`src/rtl/parameter_controller_pkg.sv`:
```
// Shared types and constants for the synth control path.
//   - parameter_t: the 67-bit synth-wide control register and its field types.
//   - DEFAULT_PARAMETERS: power-on / Reset-All-Controllers values.
//   - MIDI status constants and the byte-parser state enum.
//   - Small mapping helpers that turn a 7-bit CC value into a field value.
package parameter_controller_pkg;

  // ---------------- parameter bundle ----------------
  typedef logic [6:0] percent_t;   // 0..100
  typedef logic [6:0] time_t;

  typedef enum logic [1:0] {SINE = 2'd0, SQUARE = 2'd1, TRIANGLE = 2'd2} wave_t;
  typedef enum logic {POLYPHONY = 1'b0, ARPEGGIATOR = 1'b1} dispatcher_mode_t;
  typedef enum logic [2:0] {
    ARP_MODE_UP = 3'd0, ARP_MODE_DOWN = 3'd1, ARP_MODE_UP_DOWN = 3'd2,
    ARP_MODE_DOWN_UP = 3'd3, ARP_MODE_RANDOM = 3'd4, ARP_MODE_CHORD = 3'd5
  } arp_mode_t;
  typedef enum logic [2:0] {
    ARP_RATE_WHOLE = 3'd0, ARP_RATE_HALF = 3'd1, ARP_RATE_QUARTER = 3'd2,
    ARP_RATE_EIGHTH = 3'd3, ARP_RATE_SIXTEENTH = 3'd4, ARP_RATE_THIRTY_SECOND = 3'd5,
    ARP_RATE_QUARTER_TRIPLET = 3'd6, ARP_RATE_EIGHTH_TRIPLET = 3'd7
  } arp_rate_t;
  typedef enum logic [1:0] {
    ARP_RHYTHM_O = 2'd0, ARP_RHYTHM_OX = 2'd1, ARP_RHYTHM_OXX = 2'd2, ARP_RHYTHM_OOX = 2'd3
  } arp_rhythm_t;

  typedef struct packed {
    percent_t         volume;
    logic [6:0]       unison_detune;
    time_t            attack_time;
    time_t            decay_time;
    percent_t         sustain_level;
    time_t            release_time;
    logic [6:0]       tempo;
    wave_t            wave;
    percent_t         duty_cycle;
    dispatcher_mode_t dispatcher_mode;
    arp_mode_t        arp_mode;
    arp_rate_t        arp_rate;
    arp_rhythm_t      arp_rhythm;
  } parameter_t;

  localparam int PARAM_W = $bits(parameter_t);

  localparam parameter_t DEFAULT_PARAMETERS = '{
    volume:          7'd100,
    unison_detune:   7'd0,
    attack_time:     7'd0,
    decay_time:      7'd0,
    sustain_level:   7'd100,
    release_time:    7'd0,
    tempo:           7'd64,
    wave:            SINE,
    duty_cycle:      7'd50,
    dispatcher_mode: POLYPHONY,
    arp_mode:        ARP_MODE_UP,
    arp_rate:        ARP_RATE_EIGHTH,
    arp_rhythm:      ARP_RHYTHM_O
  };

  localparam logic [6:0] CC_RESET_ALL = 7'd121;

  // ---------------- MIDI ----------------
  localparam logic [3:0] NOTE_OFF         = 4'h8;
  localparam logic [3:0] NOTE_ON          = 4'h9;
  localparam logic [3:0] CONTROL_CHANGE   = 4'hB;
  localparam logic [3:0] PROGRAM_CHANGE   = 4'hC;
  localparam logic [3:0] CHANNEL_PRESSURE = 4'hD;

  localparam logic [7:0] SYSEX_START  = 8'hF0;
  localparam logic [7:0] SYSEX_END    = 8'hF7;
  localparam logic [7:0] REALTIME_MIN = 8'hF8;

  typedef enum logic [1:0] {IDLE = 2'd0, DATA1 = 2'd1, DATA2 = 2'd2, SYSEX = 2'd3} parser_state_t;

  // ---------------- CC value mapping ----------------
  function automatic percent_t sat_percent(input logic [6:0] d);
    return (d > 7'd100) ? 7'd100 : d;
  endfunction

  // Top two bits of the CC value; code 3 has no waveform and clamps to TRIANGLE.
  function automatic wave_t map_wave(input logic [1:0] sel);
    case (sel)
      2'd0:    return SINE;
      2'd1:    return SQUARE;
      default: return TRIANGLE;
    endcase
  endfunction

  // Top three bits of the CC value; codes 6 and 7 clamp to CHORD.
  function automatic arp_mode_t map_arp_mode(input logic [2:0] sel);
    return (sel >= 3'd6) ? ARP_MODE_CHORD : arp_mode_t'(sel);
  endfunction

endpackage

```
`src/rtl/midi_byte_parser.sv`:
```
// MIDI byte-stream parser with running status.
// Ports:
//   clock, reset          : single clock, synchronous active-high reset
//   midi_byte, midi_valid : one received byte per valid cycle, no backpressure
//   msg_valid             : combinational pulse in the cycle the completing data
//                           byte is presented, so the consumer can register the
//                           result on that same edge
//   msg_status/data1/data2: the completed message (data2 = 0 for 1-data-byte msgs)
module midi_byte_parser
  import parameter_controller_pkg::*;
(
  input  logic       clock,
  input  logic       reset,
  input  logic [7:0] midi_byte,
  input  logic       midi_valid,
  output logic       msg_valid,
  output logic [7:0] msg_status,
  output logic [6:0] msg_data1,
  output logic [6:0] msg_data2
);

  parser_state_t state_reg, state_next;
  // Running status; 8'h00 means "none" since any valid status has bit 7 set.
  logic [7:0] running_reg, running_next;
  logic [6:0] data1_reg, data1_next;

  logic running_ok;
  logic one_data_byte;
  logic is_data;

  assign running_ok    = running_reg[7];
  assign one_data_byte = (running_reg[7:4] == PROGRAM_CHANGE) ||
                         (running_reg[7:4] == CHANNEL_PRESSURE);
  assign is_data       = midi_valid && !midi_byte[7];

  always_ff @(posedge clock) begin
    if (reset) begin
      state_reg   <= IDLE;
      running_reg <= 8'h00;
      data1_reg   <= 7'd0;
    end else begin
      state_reg   <= state_next;
      running_reg <= running_next;
      data1_reg   <= data1_next;
    end
  end

  always_comb begin
    state_next   = state_reg;
    running_next = running_reg;
    data1_next   = data1_reg;
    if (midi_valid && midi_byte[7]) begin
      // Status bytes are handled identically in every state, including SYSEX.
      if (midi_byte >= REALTIME_MIN) begin
        // real-time: transparent
      end else if (midi_byte < SYSEX_START) begin
        running_next = midi_byte;
        state_next   = DATA1;
      end else if (midi_byte == SYSEX_START) begin
        running_next = 8'h00;
        state_next   = SYSEX;
      end else begin
        // F1..F7 (SYSEX_END included): system common, drops running status
        running_next = 8'h00;
        state_next   = IDLE;
      end
    end else if (is_data) begin
      case (state_reg)
        IDLE, DATA1: begin
          if (running_ok) begin
            data1_next = midi_byte[6:0];
            state_next = one_data_byte ? IDLE : DATA2;
          end
        end
        DATA2:   state_next = IDLE;
        default: state_next = state_reg;  // SYSEX payload discarded
      endcase
    end
  end

  always_comb begin
    msg_valid  = 1'b0;
    msg_status = running_reg;
    msg_data1  = data1_reg;
    msg_data2  = midi_byte[6:0];
    if (is_data) begin
      case (state_reg)
        IDLE, DATA1: begin
          if (running_ok && one_data_byte) begin
            msg_valid = 1'b1;
            msg_data1 = midi_byte[6:0];
            msg_data2 = 7'd0;
          end
        end
        DATA2:   msg_valid = 1'b1;
        default: msg_valid = 1'b0;
      endcase
    end
  end

endmodule

```
`src/rtl/parameter_controller.sv`:
```
// Synth parameter register driven by MIDI Control Change messages.
// Ports:
//   clock, reset          : single clock, synchronous active-high reset
//   midi_byte, midi_valid : raw MIDI byte stream from the UART receiver
//   parameters            : registered parameter_t bundle (67 bits)
//   param_updated         : one-cycle pulse when a field was written or the
//                           bundle was returned to defaults by CC 121
module parameter_controller
  import parameter_controller_pkg::*;
#(
  parameter logic [3:0] CHANNEL       = 4'd0,
  parameter logic [6:0] CC_VOLUME     = 7'd7,
  parameter logic [6:0] CC_DETUNE     = 7'd94,
  parameter logic [6:0] CC_ATTACK     = 7'd73,
  parameter logic [6:0] CC_DECAY      = 7'd75,
  parameter logic [6:0] CC_SUSTAIN    = 7'd79,
  parameter logic [6:0] CC_RELEASE    = 7'd72,
  parameter logic [6:0] CC_TEMPO      = 7'd14,
  parameter logic [6:0] CC_WAVE       = 7'd15,
  parameter logic [6:0] CC_DUTY       = 7'd16,
  parameter logic [6:0] CC_DISPATCH   = 7'd17,
  parameter logic [6:0] CC_ARP_MODE   = 7'd18,
  parameter logic [6:0] CC_ARP_RATE   = 7'd19,
  parameter logic [6:0] CC_ARP_RHYTHM = 7'd20
) (
  input  logic               clock,
  input  logic               reset,
  input  logic [7:0]         midi_byte,
  input  logic               midi_valid,
  output logic [PARAM_W-1:0] parameters,
  output logic               param_updated
);

  logic       msg_valid;
  logic [7:0] msg_status;
  logic [6:0] msg_data1;
  logic [6:0] msg_data2;

  midi_byte_parser u_parser (
    .clock      (clock),
    .reset      (reset),
    .midi_byte  (midi_byte),
    .midi_valid (midi_valid),
    .msg_valid  (msg_valid),
    .msg_status (msg_status),
    .msg_data1  (msg_data1),
    .msg_data2  (msg_data2)
  );

  parameter_t params_reg, params_next;
  logic       updated_reg, updated_next;
  logic       cc_hit;

  assign cc_hit = msg_valid && (msg_status == {CONTROL_CHANGE, CHANNEL});

  // Priority chain in declaration order so duplicated CC numbers resolve to
  // the first field listed.
  always_comb begin
    params_next  = params_reg;
    updated_next = 1'b0;
    if (cc_hit) begin
      updated_next = 1'b1;
      if      (msg_data1 == CC_VOLUME)     params_next.volume          = sat_percent(msg_data2);
      else if (msg_data1 == CC_DETUNE)     params_next.unison_detune   = msg_data2;
      else if (msg_data1 == CC_ATTACK)     params_next.attack_time     = msg_data2;
      else if (msg_data1 == CC_DECAY)      params_next.decay_time      = msg_data2;
      else if (msg_data1 == CC_SUSTAIN)    params_next.sustain_level   = sat_percent(msg_data2);
      else if (msg_data1 == CC_RELEASE)    params_next.release_time    = msg_data2;
      else if (msg_data1 == CC_TEMPO)      params_next.tempo           = msg_data2;
      else if (msg_data1 == CC_WAVE)       params_next.wave            = map_wave(msg_data2[6:5]);
      else if (msg_data1 == CC_DUTY)       params_next.duty_cycle      = sat_percent(msg_data2);
      else if (msg_data1 == CC_DISPATCH)   params_next.dispatcher_mode = dispatcher_mode_t'(msg_data2[6]);
      else if (msg_data1 == CC_ARP_MODE)   params_next.arp_mode        = map_arp_mode(msg_data2[6:4]);
      else if (msg_data1 == CC_ARP_RATE)   params_next.arp_rate        = arp_rate_t'(msg_data2[6:4]);
      else if (msg_data1 == CC_ARP_RHYTHM) params_next.arp_rhythm      = arp_rhythm_t'(msg_data2[6:5]);
      else if (msg_data1 == CC_RESET_ALL)  params_next                 = DEFAULT_PARAMETERS;
      else                                 updated_next                = 1'b0;
    end
  end

  always_ff @(posedge clock) begin
    if (reset) begin
      params_reg  <= DEFAULT_PARAMETERS;
      updated_reg <= 1'b0;
    end else begin
      params_reg  <= params_next;
      updated_reg <= updated_next;
    end
  end

  assign parameters    = params_reg;
  assign param_updated = updated_reg;

endmodule
```
`config.mk`:
```
export PLATFORM = sky130hd
export DESIGN_NAME = parameter_controller
export DESIGN_NICKNAME = d
export VERILOG_FILES = /design/src/rtl/parameter_controller_pkg.sv /design/src/rtl/midi_byte_parser.sv /design/src/rtl/parameter_controller.sv
export SDC_FILE = /design/constraint.sdc
export NUM_CORES = 1
export LEC_CHECK = 0
export CAP_MARGIN = 10
export CORE_MARGIN = 2
export CORE_UTILIZATION = 40
export CTS_CLUSTER_SIZE = 40
export DETAILED_ROUTE_END_ITERATION = 7
export PLACE_DENSITY = 0.72
export SYNTH_ARGS = -nofsm -noshare
export SYNTH_HDL_FRONTEND = slang
export SYNTH_SLANG_ARGS = --single-unit
```
`constraint.sdc`:
```
create_clock -name clock -period 6.35 [get_ports clock]
set_input_delay 0.9525 -clock clock [delete_from_list [all_inputs] [get_ports clock]]
set_output_delay 0.9525 -clock clock [all_outputs]
set_load 0.01 [all_outputs]
```
==> out/metrics.yaml, run 1 <==
synthArstFlopShare_pct: 0
cts_resized: 0
final_common_cell: "dfxtp_1"
hold_viol_final: 0
postPlaceCellArea_sq_um: 5050
synth_edf_count: 0
hp-class: "register to register"
grt_max_degree: 74
die_w_um: 107
clk_latency_ns: 0.37
clk_pin_slew_worst_paths_ns: 0.10
grt_pass1_wl_um: 20700
cap_violations: 0
vias: 4075
wl_um: 13200
synth_top_area_share_pct: 40.1
cts_setup_buffers: 0
intPower_mw: 0.752
power.leakage_nw: 1.81
cp_slowest_stage_delay_ns: 0.92
fin_crit_sh_pct: 60.7
status: "complete, no violations"
yosys.area.top_type: "dfxtp_1"
fin_nets: 549
syn_inst: 477
timing.rr.end: "parameters[63]"
rsz0062_at_grt: "false"
port_buffers: 78
r2r_slack_ns: 3.41
drcViolationCount: 0
cts_sinks: 85
worst-path-max-fanout: 16
setup.worst_path.start: "midi_byte[4]"
synth_ff_type: "dfxtp_1"
yosysSeqAreaShare_pct: 40.1
pin_count: 79
first_iter_violations: 325
ff2ff_path_depth: 6
ant_nets: 0
drt_first_pass_iters: 7
required_ns: 6.57
crit_slowest_cell: "clkdlybuf4s50_1"
worst_clock_skew_ns: 0.0199
powerDensity_nw_per_um2: 196
core_area_sq_um: 10300
setup_viol: 0
p_sw_share_pct: 27.2
synth.distinct_cells: 83
viasPerCell: 6.00
antenna_found_initial: 0
yosys_warnings: 0
final.fill_count: 1004
synthTopCellsByArea: "dfxtp_1 (40%), nand2_1 (4.7%), a21oi_1 (3.9%)"
cts_tree: "done"
die_area_sq_um: 11500
ys_ff_latch: 85
diodes: 0
gp_routability_congestion: 0.989
cp.arrival_ns: 4.08
syn_area_per_cell_sq_um: 8.90
syn-cell-area_sq_um: 4250
placement_rows: 37
wl_per_cell_um: 19.4
endpoint: "parameters[63]"
setup.worst_path.class: "primary input to register"
largest_reg_flops: 67
clkPwrFrac_pct: 40.5
slew_headroom_pct: 31.3
die_h_um: 107
htreeDepth: 3
grt_remaining_overflow: 0
grt_pass1_vias: 3883
grt_use_total_pct: 23.1
period_minus_slack_ns: 3.86
startpoint_type: "primary input"
cts.path.max_buffers: 2
rr_startpoint: "u_parser.msg_status[7]"
drive_gt1_share_pct: 9.02
design_area_sq_um: 5260
hpwl_um: 9530
setup-tns-final_ns: 0
cts_root_buf: "clkbuf_8"
crit_chain: "clkdlybuf4s50_1 > nand4_1 > or4_1 > mux2_4 > a21oi_1 > mux2i_1 > nor2_1"
combPwrFrac_pct: 7.0
hold_buffers: 0
vdd_drop_max_v: 0.000134
syn-num-nets: 488
cts_buffers: 9
final_cell_mix: "dfxtp_1 (85), clkdlybuf4s50_1 (77), nand2_1 (53), a21oi_1 (33), nor2_1 (32)"
start_util_pct: 41.1
slew_viol_final: 0
syn_to_final_growth_pct: 23.8
seq_power_share_pct: 52.5
cp-end-kind: "register"
fmax_ghz: 0.259
p_switching_mw: 0.281
worstMarginPinSlew_ns: 1.02
fin_total_pwr_mw: 1.03
[worst min-delay path by stage]
stage | startpoint | end | slack [ns] | depth (start not counted)
final | parameters[19] | parameters[19] | 0.46 | 2
after global routing | parameters[22] | parameters[22] | 0.49 | 2
after global placement | parameters[48] | parameters[48] | 0.44 | 2
after CTS | parameters[47] | parameters[47] | 0.46 | 2
after detailed placement | parameters[47] | parameters[47] | 0.45 | 2
after floorplan | u_parser.msg_status[3] | u_parser.msg_status[3] | 0.43 | 2
[final cells by class]
type	count	area (sq um)	area share, %
clock buffers	9	124	2.36
well taps	136	170	3.24
repair buffers	79	783	14.9
flip-flops and latches	85	1700	32.4
clock inverters	7	87.6	1.67
inverters	11	41.3	0.785
multi-input cells	352	2350	44.7
[routing by layer]
layer	global-route usage [%]	part of all wire, %	vias up
li1	-	-	1915
met1	30.2	44	1951
met2	37.7	46	170
met3	3.34	5.9	39
met4	10.4	3.5	0
met5	0	0	-
[synth_stat cells, drive strengths merged (5+ instances only)]
cell type,number
a21oi,34
nand2,53
a32o,5
nor4,6
or3,9
clkbuf,17
nand2b,13
nand4,12
a211oi,5
a31oi,6
and2,5
nor2b,6
o21ai,24
inv,11
o2bb2ai,5
a22oi,6
nand3,16
nor2,34
buf,12
nand3b,18
dfxtp,85
nor3,8
a22o,15
[worst max-delay path, delay by kind of cell]
| kind | cells | cell delay (ns) |
|---|---|---|
| simple gates | 3 | 0.93 |
| buf+inv | 1 | 0.92 |
| compound gates | 1 | 0.66 |
| mux | 2 | 0.61 |
[cell families (layout without fill, tap and decap cells)]
kind of cell	count (synthesis)	after routing	synth area share (%)
AOI/OAI and AO/OA	141	141	25.6
and+or+nand+nor	206	206	28.1
buffers and inverters	40	106	4.57
DFF	85	85	40.1
muxes	5	5	1.59
[through the flow]
| stage | util (%) | std cells | hold slack (ns) | worst slack, ns |
|---|---|---|---|---|
| after CTS | 50.9 | 679 | 0.460 | 2.58 |
| after floorplan | - | 477 | 0.429 | 3.58 |
| after global placement | 48.9 | 663 | 0.444 | 2.27 |
| final | 50.9 | 679 | 0.459 | 2.49 |
| after global routing | 50.9 | 679 | 0.489 | 2.37 |
| after detailed placement | 48.9 | 663 | 0.446 | 2.21 |
[power groups by stage]
stage / logic [mW] / clock network (mW) / registers [mW]
CTS: 0.0711 / 0.425 / 0.542
global route: 0.0772 / 0.451 / 0.543
floorplan: 0.0472 / 0 / 0.552
detailed placement: 0.0708 / 0 / 0.554
global placement: 0.0707 / 0 / 0.554
finish: 0.0723 / 0.419 / 0.542
Note: power is estimated with default switching activity, not from simulation.
==> run 2, diff against run 1 <==
==> constraint.sdc (replaced) <==
create_clock -name clock -period 4.05 [get_ports clock]
set_input_delay 0.6075 -clock clock [delete_from_list [all_inputs] [get_ports clock]]
set_output_delay 0.6075 -clock clock [all_outputs]
set_load 0.01 [all_outputs]
==> out/metrics.yaml, run 2 (synthesis gave the netlist of run 1 again) <==
largest_reg_flops: 67
postPlaceCellArea_sq_um: 5100
cp_top_family: "simple AND/OR/NAND/NOR gates"
port_buffers: 78
die_w_um: 107
startpoint_type: "primary input"
multiInputGateArea_sq_um: 2350
grt_use_total_pct: 22.5
intPower_mw: 1.12
ant_nets: 0
fin_nets: 556
cts_setup_buffers: 0
vias: 4006
final_common_cell: "dfxtp_1"
p_sw_share_pct: 25.8
viasPerCell: 5.84
status: "complete, no violations"
drive_gt1_share_pct: 10.0
crit_chain: "clkdlybuf4s50_1 > buf_4 > nor4bb_1 > a22oi_1 > a211o_1 > and2_1 > and4b_1 > a22o_1"
clk_pin_slew_worst_paths_ns: 0.08
diodes: 0
power.leakage_nw: 1.81
placement_rows: 37
final_util_pct: 51.1
required_ns: 4.32
setup_viol: 0
fmax_ghz: 0.306
cts.path.max_buffers: 2
clkPwrFrac_pct: 36.1
powerDensity_nw_per_um2: 286
instances_no_fill: 686
p_switching_mw: 0.390
wl_um: 12400
rsz0062_at_grt: "false"
worst-path-max-fanout: 14
clk_latency_ns: 0.38
core_area_sq_um: 10300
hp-class: "register to register"
first_iter_violations: 310
antenna_found_initial: 0
cts_sinks: 85
fin_crit_sh_pct: 80.8
cts_resized: 0
cap_violations: 0
die_h_um: 107
cp-end-kind: "register"
cp_slowest_stage_delay_ns: 0.68
grt_pass1_wl_um: 20000
syn_to_final_growth_pct: 24.3
seq_power_share_pct: 56.3
slew_headroom_pct: 29.4
period_minus_slack_ns: 3.27
cts_tree: "done"
die_area_sq_um: 11500
final.fill_count: 997
cp.arrival_ns: 3.54
ff2ff_path_depth: 6
drt_first_pass_iters: 8
start_util_pct: 41.1
cts_buffers: 9
cp.depth: 8
whs_path_depth: 2
crit_buf_inv: 2
hpwl_um: 9220
hold_viol_final: 0
slew_viol_final: 0
hold_buffers: 0
setup-tns-final_ns: 0
post-place-cells: 670
worstMarginPinSlew_ns: 1.05
worst_clock_skew_ns: 0.0108
pin_count: 79
vdd_drop_max_v: 0.000135
htreeDepth: 3
combPwrFrac_pct: 7.6
grt_max_degree: 72
wl_per_cell_um: 18.1
grt_pass1_vias: 3753
cts_root_buf: "clkbuf_8"
final_cell_mix: "dfxtp_1 (85), clkdlybuf4s50_1 (77), nand2_1 (53), a21oi_1 (33), nor2_1 (32)"
grt_remaining_overflow: 0
drcViolationCount: 0
design_area_sq_um: 5280
crit_slowest_cell: "nor4bb_1"
setup.worst_path.class: "primary input to register"
r2r_slack_ns: 1.31
seq_area_sq_um: 1700
gp_routability_congestion: 0.932
run 2: cell types whose count changed in the layout (fill, tap and decap cells not counted):
cell        change
bufinv_16       -1
inv_8           -2
clkinvlp_4      +3
clkbuf_8        +1
buf_4           +7
clkinv_2        +1
clkbuf_1        +1
inv_6           -3
run 2: through the flow:
| step | setup WS (ns) | hold WS, ns | total power [mW] |
|---|---|---|---|
| after global placement | 0.355 | 0.441 | 0.981 |
| after floorplan | 1.62 | 0.429 | 0.940 |
| final | 0.778 | 0.457 | 1.51 |
| after CTS | 0.793 | 0.461 | 1.52 |
| after detailed placement | 0.401 | 0.448 | 0.982 |
| after global routing | 0.583 | 0.483 | 1.57 |
run 2: cell type report:
type                       count  area share (%)
timing repair buffer          86            15.8
inverter                      11           0.782
tap                          136            3.22
sequential                    85            32.2
clock inverter                 5           0.688
clock buffer                  11            2.68
multi-input combinational    352            44.5
run 2: final timing paths:
check                                             from        endpoint
worst min-delay path                    parameters[20]  parameters[20]
worst max register to register  u_parser.msg_status[5]  parameters[11]
worst min register to register          parameters[20]  parameters[20]
worst max-delay path                      midi_byte[4]  parameters[11]
run 2: tightest hold or removal path: stages (launching register included):
cell,delay (ns)
dfxtp_1,0.31
nand2_1,0.05
a21oi_1,0.05
run 2: power by group through the flow:
stage	clock, mW	sequential (mW)	combinational, mW
finish	0.545	0.849	0.115
global route	0.599	0.851	0.124
CTS	0.557	0.849	0.113
detailed placement	0	0.869	0.113
global placement	0	0.868	0.113
floorplan	0	0.866	0.0740
run 2: routing by layer:
| layer | GRT usage [%] | routed length [um] |
|---|---|---|
| met5 | 0 | 0 |
| met4 | 11.1 | 408 |
| met3 | 3.71 | 737 |
| met2 | 34.6 | 5700 |
| met1 | 30.3 | 5590 |
